--- config.mk ---
export PLATFORM = sky130hd
export DESIGN_NAME = cap_seq_ctrl
export DESIGN_NICKNAME = d
export VERILOG_FILES = /design/src/rtl/cap_seq_pkg.sv /design/src/rtl/cap_decimator.sv /design/src/rtl/cap_seq_ctrl.sv
export SDC_FILE = /design/constraint.sdc
export NUM_CORES = 1
export LEC_CHECK = 0
export CORE_MARGIN = 3
export CORE_UTILIZATION = 58
export CTS_BUF_LIST = sky130_fd_sc_hd__clkbuf_4
export DETAILED_ROUTE_END_ITERATION = 10
export PLACE_DENSITY = 0.87
export SLEW_MARGIN = 10
export SYNTH_ARGS = -nofsm -noshare
export SYNTH_HDL_FRONTEND = slang
export SYNTH_SLANG_ARGS = --single-unit
--- constraint.sdc ---
create_clock -name clk -period 5.5 [get_ports clk]
set_input_delay 1.1 -clock clk [delete_from_list [all_inputs] [get_ports clk]]
set_output_delay 1.1 -clock clk [all_outputs]
set_load 0.02 [all_outputs]
--- src/rtl/cap_seq_pkg.sv ---
// Shared types, default constants and width helpers for the capture sequencer.
// CAP_TRIG_EN adds the trigger-level default used by the optional rising-crossing wait.
package cap_seq_pkg;

  typedef enum logic [2:0] {
    IDLE   = 3'd0,
    ARM    = 3'd1,
    DETECT = 3'd2,
    STORE  = 3'd3,
    DONE   = 3'd4
  } state_e;

  localparam int unsigned DEF_DATA_W  = 10;
  localparam int unsigned DEF_FREQ_W  = 20;
  localparam int unsigned DEF_CAP_LEN = 1024;
  localparam int unsigned DEF_TIMEOUT = 50_000_000;
`ifdef CAP_TRIG_EN
  localparam int unsigned DEF_TRIG_LEVEL = 512;
`endif

  // Sample counter width: must represent CAP_LEN itself.
  function automatic int unsigned cnt_w(input int unsigned len);
    return $clog2(len + 1);
  endfunction

  // Timeout counter width: must represent TIMEOUT-1, never narrower than 1 bit.
  function automatic int unsigned tmo_w(input int unsigned tmo);
    return (tmo < 2) ? 1 : $clog2(tmo);
  endfunction

endpackage

--- src/rtl/cap_decimator.sv ---
// Keep-1-of-N sample decimator; keep_c is combinational for the sample presented this cycle.
module cap_decimator (
  input  logic       clk,
  input  logic       rst_n,
  input  logic       en,
  input  logic       phase_clr,
  input  logic       ad_valid,
  input  logic [7:0] ratio,
  output logic       keep_c
);

  logic [7:0] phase_q;

  assign keep_c = en && ad_valid && (phase_q == 8'd0);

  // Phase advances on every accepted sample and wraps at ratio-1 (ratio is never 0 here).
  always_ff @(posedge clk or negedge rst_n) begin
    if (!rst_n) begin
      phase_q <= 8'd0;
    end else if (phase_clr) begin
      phase_q <= 8'd0;
    end else if (en && ad_valid) begin
      phase_q <= (phase_q >= (ratio - 8'd1)) ? 8'd0 : (phase_q + 8'd1);
    end
  end

endmodule

--- src/rtl/cap_seq_ctrl.sv ---
// Acquisition sequencer: start -> FFT frequency measurement (with timeout) -> decimated capture
// of CAP_LEN samples into the FIFO. Define CAP_TRIG_EN to make STORE wait for a rising crossing
// of TRIG_LEVEL before the first write.
module cap_seq_ctrl
  import cap_seq_pkg::*;
#(
  parameter int unsigned DATA_W  = DEF_DATA_W,
  parameter int unsigned FREQ_W  = DEF_FREQ_W,
  parameter int unsigned CAP_LEN = DEF_CAP_LEN,
  parameter int unsigned TIMEOUT = DEF_TIMEOUT
`ifdef CAP_TRIG_EN
  ,
  parameter int unsigned TRIG_LEVEL = DEF_TRIG_LEVEL
`endif
) (
  input  logic              clk,
  input  logic              rst_n,
  input  logic              start,
  input  logic              abort,
  input  logic [7:0]        dec_ratio,
  input  logic [DATA_W-1:0] ad_data,
  input  logic              ad_valid,
  output logic              fft_start,
  input  logic              freq_valid,
  input  logic [FREQ_W-1:0] wave_freq,
  input  logic              fifo_full,
  output logic              fifo_wr_en,
  output logic [DATA_W-1:0] fifo_din,
  output logic [FREQ_W-1:0] freq_out,
  output logic              busy,
  output logic              done,
  output logic              err_timeout,
  output logic              overrun
);

  localparam int unsigned CNT_W = cnt_w(CAP_LEN);
  localparam int unsigned TMO_W = tmo_w(TIMEOUT);

  state_e              state_q, state_d;
  logic [7:0]          ratio_q, ratio_d;
  logic [TMO_W-1:0]    tmo_q, tmo_d;
  logic [CNT_W-1:0]    cnt_q, cnt_d;
  logic [FREQ_W-1:0]   freq_q, freq_d;
  logic                err_q, err_d;
  logic                ovr_q, ovr_d;
  logic                wr_q, wr_d;
  logic [DATA_W-1:0]   din_q, din_d;
  logic                fft_q, fft_d;
  logic                busy_q, busy_d;
  logic                done_q, done_d;
  logic                phase_clr_c;
  logic                keep_c;
  logic                pass_c;

`ifdef CAP_TRIG_EN
  logic [DATA_W-1:0]   prev_q, prev_d;
  logic                prev_vld_q, prev_vld_d;
  logic                armed_q, armed_d;
  logic                cross_c;

  // Rising crossing between the previous and current kept samples.
  assign cross_c = prev_vld_q && (prev_q < DATA_W'(TRIG_LEVEL)) && (ad_data >= DATA_W'(TRIG_LEVEL));
  assign pass_c  = armed_q || cross_c;
`else
  assign pass_c  = 1'b1;
`endif

  cap_decimator u_dec (
    .clk       (clk),
    .rst_n     (rst_n),
    .en        (state_q == STORE),
    .phase_clr (phase_clr_c),
    .ad_valid  (ad_valid),
    .ratio     (ratio_q),
    .keep_c    (keep_c)
  );

  // Next-state, counters and flags.
  always_comb begin
    state_d     = state_q;
    ratio_d     = ratio_q;
    tmo_d       = tmo_q;
    cnt_d       = cnt_q;
    freq_d      = freq_q;
    err_d       = err_q;
    ovr_d       = ovr_q;
    wr_d        = 1'b0;
    din_d       = din_q;
    phase_clr_c = 1'b0;
`ifdef CAP_TRIG_EN
    prev_d      = prev_q;
    prev_vld_d  = prev_vld_q;
    armed_d     = armed_q;
`endif
    unique case (state_q)
      IDLE, DONE: begin
        if (abort) begin
          state_d = IDLE;
        end else if (start) begin
          state_d = ARM;
          ratio_d = (dec_ratio == 8'd0) ? 8'd1 : dec_ratio;
          err_d   = 1'b0;
          ovr_d   = 1'b0;
          cnt_d   = '0;
        end
      end
      ARM: begin
        tmo_d   = '0;
        state_d = abort ? IDLE : DETECT;
      end
      DETECT: begin
        if (abort) begin
          state_d = IDLE;
        end else if (freq_valid) begin
          freq_d      = wave_freq;
          phase_clr_c = 1'b1;
          state_d     = STORE;
`ifdef CAP_TRIG_EN
          prev_vld_d  = 1'b0;
          armed_d     = 1'b0;
`endif
        end else if (tmo_q == TMO_W'(TIMEOUT - 1)) begin
          err_d   = 1'b1;
          state_d = IDLE;
        end else begin
          tmo_d = tmo_q + TMO_W'(1);
        end
      end
      STORE: begin
        if (abort) begin
          state_d = IDLE;
        end else if (keep_c) begin
`ifdef CAP_TRIG_EN
          prev_d     = ad_data;
          prev_vld_d = 1'b1;
          if (cross_c) armed_d = 1'b1;
`endif
          if (pass_c) begin
            if (fifo_full) begin
              ovr_d = 1'b1;
            end else begin
              wr_d  = 1'b1;
              din_d = ad_data;
              cnt_d = cnt_q + CNT_W'(1);
              if (cnt_q == CNT_W'(CAP_LEN - 1)) state_d = DONE;
            end
          end
        end
      end
      default: state_d = IDLE;
    endcase
    fft_d  = (state_d == ARM);
    busy_d = (state_d == ARM) || (state_d == DETECT) || (state_d == STORE);
    done_d = (state_d == DONE);
  end

  // State and output registers.
  always_ff @(posedge clk or negedge rst_n) begin
    if (!rst_n) begin
      state_q <= IDLE;
      ratio_q <= 8'd1;
      tmo_q   <= '0;
      cnt_q   <= '0;
      freq_q  <= '0;
      err_q   <= 1'b0;
      ovr_q   <= 1'b0;
      wr_q    <= 1'b0;
      din_q   <= '0;
      fft_q   <= 1'b0;
      busy_q  <= 1'b0;
      done_q  <= 1'b0;
    end else begin
      state_q <= state_d;
      ratio_q <= ratio_d;
      tmo_q   <= tmo_d;
      cnt_q   <= cnt_d;
      freq_q  <= freq_d;
      err_q   <= err_d;
      ovr_q   <= ovr_d;
      wr_q    <= wr_d;
      din_q   <= din_d;
      fft_q   <= fft_d;
      busy_q  <= busy_d;
      done_q  <= done_d;
    end
  end

`ifdef CAP_TRIG_EN
  // Trigger history of kept samples.
  always_ff @(posedge clk or negedge rst_n) begin
    if (!rst_n) begin
      prev_q     <= '0;
      prev_vld_q <= 1'b0;
      armed_q    <= 1'b0;
    end else begin
      prev_q     <= prev_d;
      prev_vld_q <= prev_vld_d;
      armed_q    <= armed_d;
    end
  end
`endif

  assign fft_start   = fft_q;
  assign fifo_wr_en  = wr_q;
  assign fifo_din    = din_q;
  assign freq_out    = freq_q;
  assign busy        = busy_q;
  assign done        = done_q;
  assign err_timeout = err_q;
  assign overrun     = ovr_q;

endmodule

== After elaboration in Yosys (flattened, before gate mapping) ==
Cells that the tools add are included.

* Memories: 0
* ROM bits: 0
* RAM bits: 0
* Register bits after elaboration: 92
* Input port bits: 45
* Bits in latches: 0
* Output and inout bits: 36
* Logic and storage cells: 101

* Reductions and logical operators: 19
* Shifts and indexed selects: 0
* Bitwise logic cells: 2
* $add $sub $neg: 4
* Equality and inequality tests: 20
* Div/mod/pow operators: 0
* Multiplexer cells: 42
* Multiply operators: 0
* Magnitude comparators: 1

{| class="wikitable"
|+ Operators with widths
! operator !! number
|-
| 26-bit 2-to-1 mux || 3
|-
| 11-bit 2-to-1 mux || 5
|-
| 26-bit one-hot mux with 2 select lines || 1
|-
| 8-bit 2-to-1 mux || 4
|-
| 3-bit 2-to-1 mux || 9
|-
| 26-bit by 1-bit adder with 26-bit output, second input constant || 1
|-
| 26-bit equality test, second input constant || 1
|-
| 11-bit one-hot mux with 2 select lines || 1
|-
| 2-bit inequality test, second input constant || 10
|-
| 6-bit AND reduction || 3
|-
| 8-bit logical NOT || 2
|-
| 1-bit 2-to-1 mux || 15
|-
| 3-bit by 2-bit equality test with 1-bit output, second input constant || 4
|-
| 3-bit one-hot mux with 4 select lines || 1
|-
| 11-bit by 1-bit adder with 11-bit output, second input constant || 1
|-
| 11-bit by 10-bit equality test with 1-bit output, second input constant || 1
|-
| 8-bit by 1-bit adder with 8-bit output, second input constant || 1
|-
| 8-bit greater-or-equal comparator || 1
|-
| 4-bit AND reduction || 2
|-
| 2-bit nonzero test || 4
|-
| 8-bit by 1-bit subtractor with 8-bit output, second input constant || 1
|-
| 3-bit by 1-bit equality test with 1-bit output, second input constant || 2
|-
| 3-bit equality test, second input constant || 2
|-
| 3-bit AND reduction || 2
|-
| other kinds (7) || 11
|}

== Logic depth before layout (Yosys ltp) ==
* Word-level depth: 9
* Depth in mapped cells: 10
* Gate-level depth less buffers: 10

== Hierarchy ==
From an unflattened synthesis, not the netlist that was laid out.

* Cells, all modules: 424
* Area total of the unflattened synthesis: 4,571.9 µm²

{| class="wikitable"
|+ Modules (own cells, without submodules)
! module !! area an instance (µm²) !! cells an instance !! times used !! sequential area each (µm²)
|-
| cap_seq_ctrl || 3,828.7 || 335 || 1 || 2,103.3
|-
| cap_decimator || 743.2 || 89 || 1 || 200.2
|}

== Worst setup path after synthesis ==
No wires, ideal clock.

* Path type: input -> register
* Start: input port abort
* End: register tmo_q[16]
* Stages on the path: 7
* Path buffers: 2
* Slack: 2.706 ns
* Arrival: 2.661 ns
* Path through: or4b_1 > o21ai_2 > nand2_1 > clkbuf_1 > clkbuf_1 > o311ai_0 > nand2_1

* Word-level cells in the longest chain between the ends: 2

{| class="wikitable"
|+ Ends and longest elaborated chain
! item !! line !! source
|-
| start, declared || cap_seq_ctrl.sv:19 || <nowiki>input logic abort,</nowiki>
|-
| 2-bit inequality test (no source line) || - ||
|-
| 4-bit AND reduction (no source line) || - ||
|-
| end signal, assigned || cap_seq_ctrl.sv:175 || <nowiki>tmo_q <= tmo_d;</nowiki>
|-
| end, declared || cap_seq_ctrl.sv:41 || <nowiki>logic [TMO_W-1:0] tmo_q, tmo_d;</nowiki>
|}

Every way passes these cells.
A chain may end at the register's enable or synchronous reset.

== Final worst setup path ==
* Start: input port abort
* End: register u_dec.phase_q[6]

* Word-level cells in the longest chain between the ends: 3

{| class="wikitable"
|+ Ends and longest elaborated chain
! item !! line !! source
|-
| 1-bit 2-to-1 mux (*) || cap_seq_ctrl.sv:112 || <nowiki>if (abort) begin</nowiki>
|-
| 1-bit 2-to-1 mux (*) || cap_seq_ctrl.sv:95 || <nowiki>unique case (state_q)</nowiki>
|-
| 8-bit 2-to-1 mux / 2-bit nonzero test (equally long branches) || - ||
|-
| end signal, assigned || cap_decimator.sv:23 || <nowiki>phase_q <= (phase_q >= (ratio - 8'd1)) ? 8'd0 : (phase_q + 8'd1);</nowiki>
|-
| end, declared || cap_decimator.sv:12 || <nowiki>logic [7:0] phase_q;</nowiki>
|}

Mark *: on every way between the ends. The rest lies on a longest branch, timed or not.

==> impl_metrics.env <==
export IMPL_postCtsHoldBufs=0
export IMPL_skew_ns=0.01634
export IMPL_clk_pin_slew_ns=0.14
export IMPL_crit_type="in2reg"
export IMPL_io_buffers=80
export IMPL_grt_max_degree=69
export IMPL_synth_common_cells="91 x dfrtp_1, 89 x nand2_1, 31 x nor2_1"
export IMPL_setup_ws_ns=2.062
export IMPL_initial_core_util=0.6139
export IMPL_fmax_ghz=0.2908
export IMPL_netSwitchingPower_w=0.0005902
export IMPL_initialDrtViolationCount=234
export IMPL_start_kind="input port"
export IMPL_yosysMostFrequentCell="dfrtp_1"
export IMPL_ys_async_sr_fraction=1.000
export IMPL_row_count=31
export IMPL_grt_pass1_vias=3657
export IMPL_synth_nets=518
export IMPL_yosys_warnings=0
export IMPL_netlist_area_um2=4572
export IMPL_ir_drop_uv=246.0
export IMPL_ys_seq_elements=92
export IMPL_slew_headroom=0.3641
export IMPL_place_gp_congestion=0.8321
export IMPL_cts_sinks=92
export IMPL_die_w_um=94.79
export IMPL_cts_buffers=9
export IMPL_dr_pass1_iters=5
export IMPL_finalSetupViolations=0
export IMPL_die_area_um2=8984
export IMPL_overflow=0
export IMPL_finalCritPeriodShare=0.6252
export IMPL_antenna_cells=0
export IMPL_postSynthCellCount=460
export IMPL_synth_area_per_cell_um2=9.939
export IMPL_vias_per_cell=5.984
export IMPL_yosysUniqueCellTypes=52
export IMPL_syn2layout_area_growth_pct=22.69
export IMPL_drive_gt1_frac=0.09392
export IMPL_seqPwrFrac=0.464
export IMPL_end_kind="flip-flop"
export IMPL_hold_path_depth=2
export IMPL_path_cells="clkdlybuf4s50_1 > nor4b_1 > nand2_1 > and2_1 > a221o_1"
export IMPL_worstSetupPathDepth=5
export IMPL_dp_hpwl_mm=7.499
export IMPL_tightest_slew_ns=0.9515
export IMPL_die_h_um=94.79
export IMPL_cts_buffer_depth=2
export IMPL_antenna_found_initial=0
export IMPL_finalHoldViolCount=0
export IMPL_clock_latency_ns=0.43
export IMPL_cts_tree="yes"
export IMPL_power_share_clock=0.217
export IMPL_crit_fanout=23
export IMPL_p_per_area_nw_per_um2=332.7
export IMPL_synth_seq_area_share=0.5038
export IMPL_post_cts_buffers=0
export IMPL_vias=3842
export IMPL_place_ws_ns=1.680
export IMPL_drc=0
export IMPL_swShare=0.3162
export IMPL_htree_levels=3
export IMPL_critPathTopFamily="simple AND/OR/NAND/NOR gates"
export IMPL_fin_nets=596
export IMPL_root_buffer="clkbuf_4"
export IMPL_grt_util_all_layers=0.2484
export IMPL_status="finished, final reports clean"
export IMPL_rsz0062_at_grt="no"
export IMPL_reg2regPathDepth=10
export IMPL_synth_area_leaders="dfrtp_1 50%, nand2_1 7.3%, mux2_2 5.2%"
export IMPL_final_min_clock_period_ns=3.438
export IMPL_worstPathBufferInverterCount=1
export IMPL_core_area_um2=7447
export IMPL_synth_top_area_frac=0.4981
export IMPL_synth_edf_count=0
export IMPL_drv_cap=0
export IMPL_grt_first_pass_wirelength_mm=17.41
export IMPL_synth_area_leader_cell="dfrtp_1"
export IMPL_cp_arrival_ns=3.77
export IMPL_maxSlewViolCount=0
export IMPL_power_frac_comb=0.319
export IMPL_routedWlPerCell_um=16.29
export IMPL_setup_tns_ns=0
export IMPL_crit_path_max_incr_delay_ns=0.73
export IMPL_internal_power_w=0.001276
export IMPL_postCtsResizedCells=0
export IMPL_cp_required_ns=5.84
export IMPL_ys_flop_type="dfrtp_1"
export IMPL_crit_path_top_delay_cell="nand2_1"
export IMPL_drtAntennaViolNets=0
export IMPL_hp_class="reg2reg"
export IMPL_wirelength_mm=10.46
export IMPL_ioPinCount=81
export IMPL_p_leak_nw=2.514
[flip-flops by register name, summed over array words and instances, names as in the netlist]
register,flops
fft_start,1
fifo_wr_en,1
overrun,1
state_q,3
fifo_din,10
freq_out,20
err_timeout,1
ratio_q,8
cnt_q,11
done,1
busy,1
tmo_q,26
u_dec.phase_q,8
[placed cells by master (no fill, tap or decap), drive strengths merged, types with 4 or more instances in the layout]
cell / synthesis / final
nor3b: 6 / 6
mux2i: 4 / 4
buf: 3 / 4
clkbuf: 13 / 10
xor2: 7 / 7
mux2: 21 / 21
clkdlybuf4s50: 0 / 79
nor4: 7 / 7
nand3: 18 / 18
inv: 9 / 9
or4: 12 / 12
nand4: 14 / 14
o311ai: 7 / 7
dfrtp: 91 / 91
nor2b: 4 / 4
nor3: 10 / 10
o21ai: 14 / 14
o31ai: 4 / 4
clkinv: 0 / 4
nor2: 31 / 31
xnor2: 10 / 10
nand2: 89 / 89
nand2b: 5 / 5
o21a: 4 / 4
and3: 5 / 5
a22o: 4 / 4
a21oi: 10 / 10
ha: 13 / 13
o211ai: 9 / 9
or3: 7 / 7
[power groups by stage]
stage	Clock (W)	Combinational, W	Sequential (W)
6_report	0.000405	0.000595	0.000866
5_1_grt	0.000441	0.000655	0.000881
4_1_cts	0.000413	0.000602	0.000867
3_5_place_dp	0	0.000597	0.000881
3_3_place_gp	0	0.000580	0.000871
2_1_floorplan	0	0.000214	0.000974
[worst min-delay path, cell delays in order, from the launching register on]
cell     delay [ns]
dfrtp_1        0.37
nand2_1        0.05
nand2_1        0.05
[cell type report]
cell class	count	area, µm²
clock buffer	10	75.07
clock inverter	6	78.83
fill	522	1838
inverter	9	33.78
multi-input combinational	343	2173
sequential	92	2303
tap	99	123.9
timing repair buffer	83	820.8
[kinds of logic (layout without fill, tap and decap cells)]
group / Yosys count / after routing / synth area share
AOI/OAI and AO/OA: 64 / 64 / 0.09852
xor gates and xnor gates: 17 / 17 / 0.03257
adders and majority gates: 13 / 13 / 0.03558
buffers and inverters: 25 / 108 / 0.02080
DFF: 92 / 92 / 0.5038
muxes: 25 / 25 / 0.06048
and+or+nand+nor: 224 / 224 / 0.2482
[worst paths after layout]
check | to | slack, ns | from
min in group asynchronous | tmo_q[16] | 0.55 | rst_n
worst max register to register | u_dec.phase_q[6] | 2.69 | ratio_q[0]
worst min-delay path | fifo_din[2] | 0.49 | fifo_din[2]
max in group asynchronous | fifo_wr_en | 3.81 | rst_n
worst max-delay path | u_dec.phase_q[6] | 2.06 | abort
worst min register to register | fifo_din[2] | 0.49 | fifo_din[2]
[layer usage]
layer  routed length, µm  share of wire  track usage
met1                4475           0.43       0.3385
met2                4883           0.47       0.3758
met3                 957          0.091      0.07570
met4                 145          0.014      0.09014
met5                   0              0            0
[per-stage QoR]
step	cell area, µm²	hold WS (ns)	cells	util	total power [W]
after global routing	5609	0.5160	642	0.7532	0.001977
final	5609	0.4873	642	0.7532	0.001866
after global placement	5455	0.4500	626	0.7325	0.001452
after detailed placement	5455	0.4617	626	0.7325	0.001478
after floorplan	4572	0.4655	460	-	0.001188
after CTS	5609	0.4876	642	0.7532	0.001882
Power figures use the tool's default switching activity.
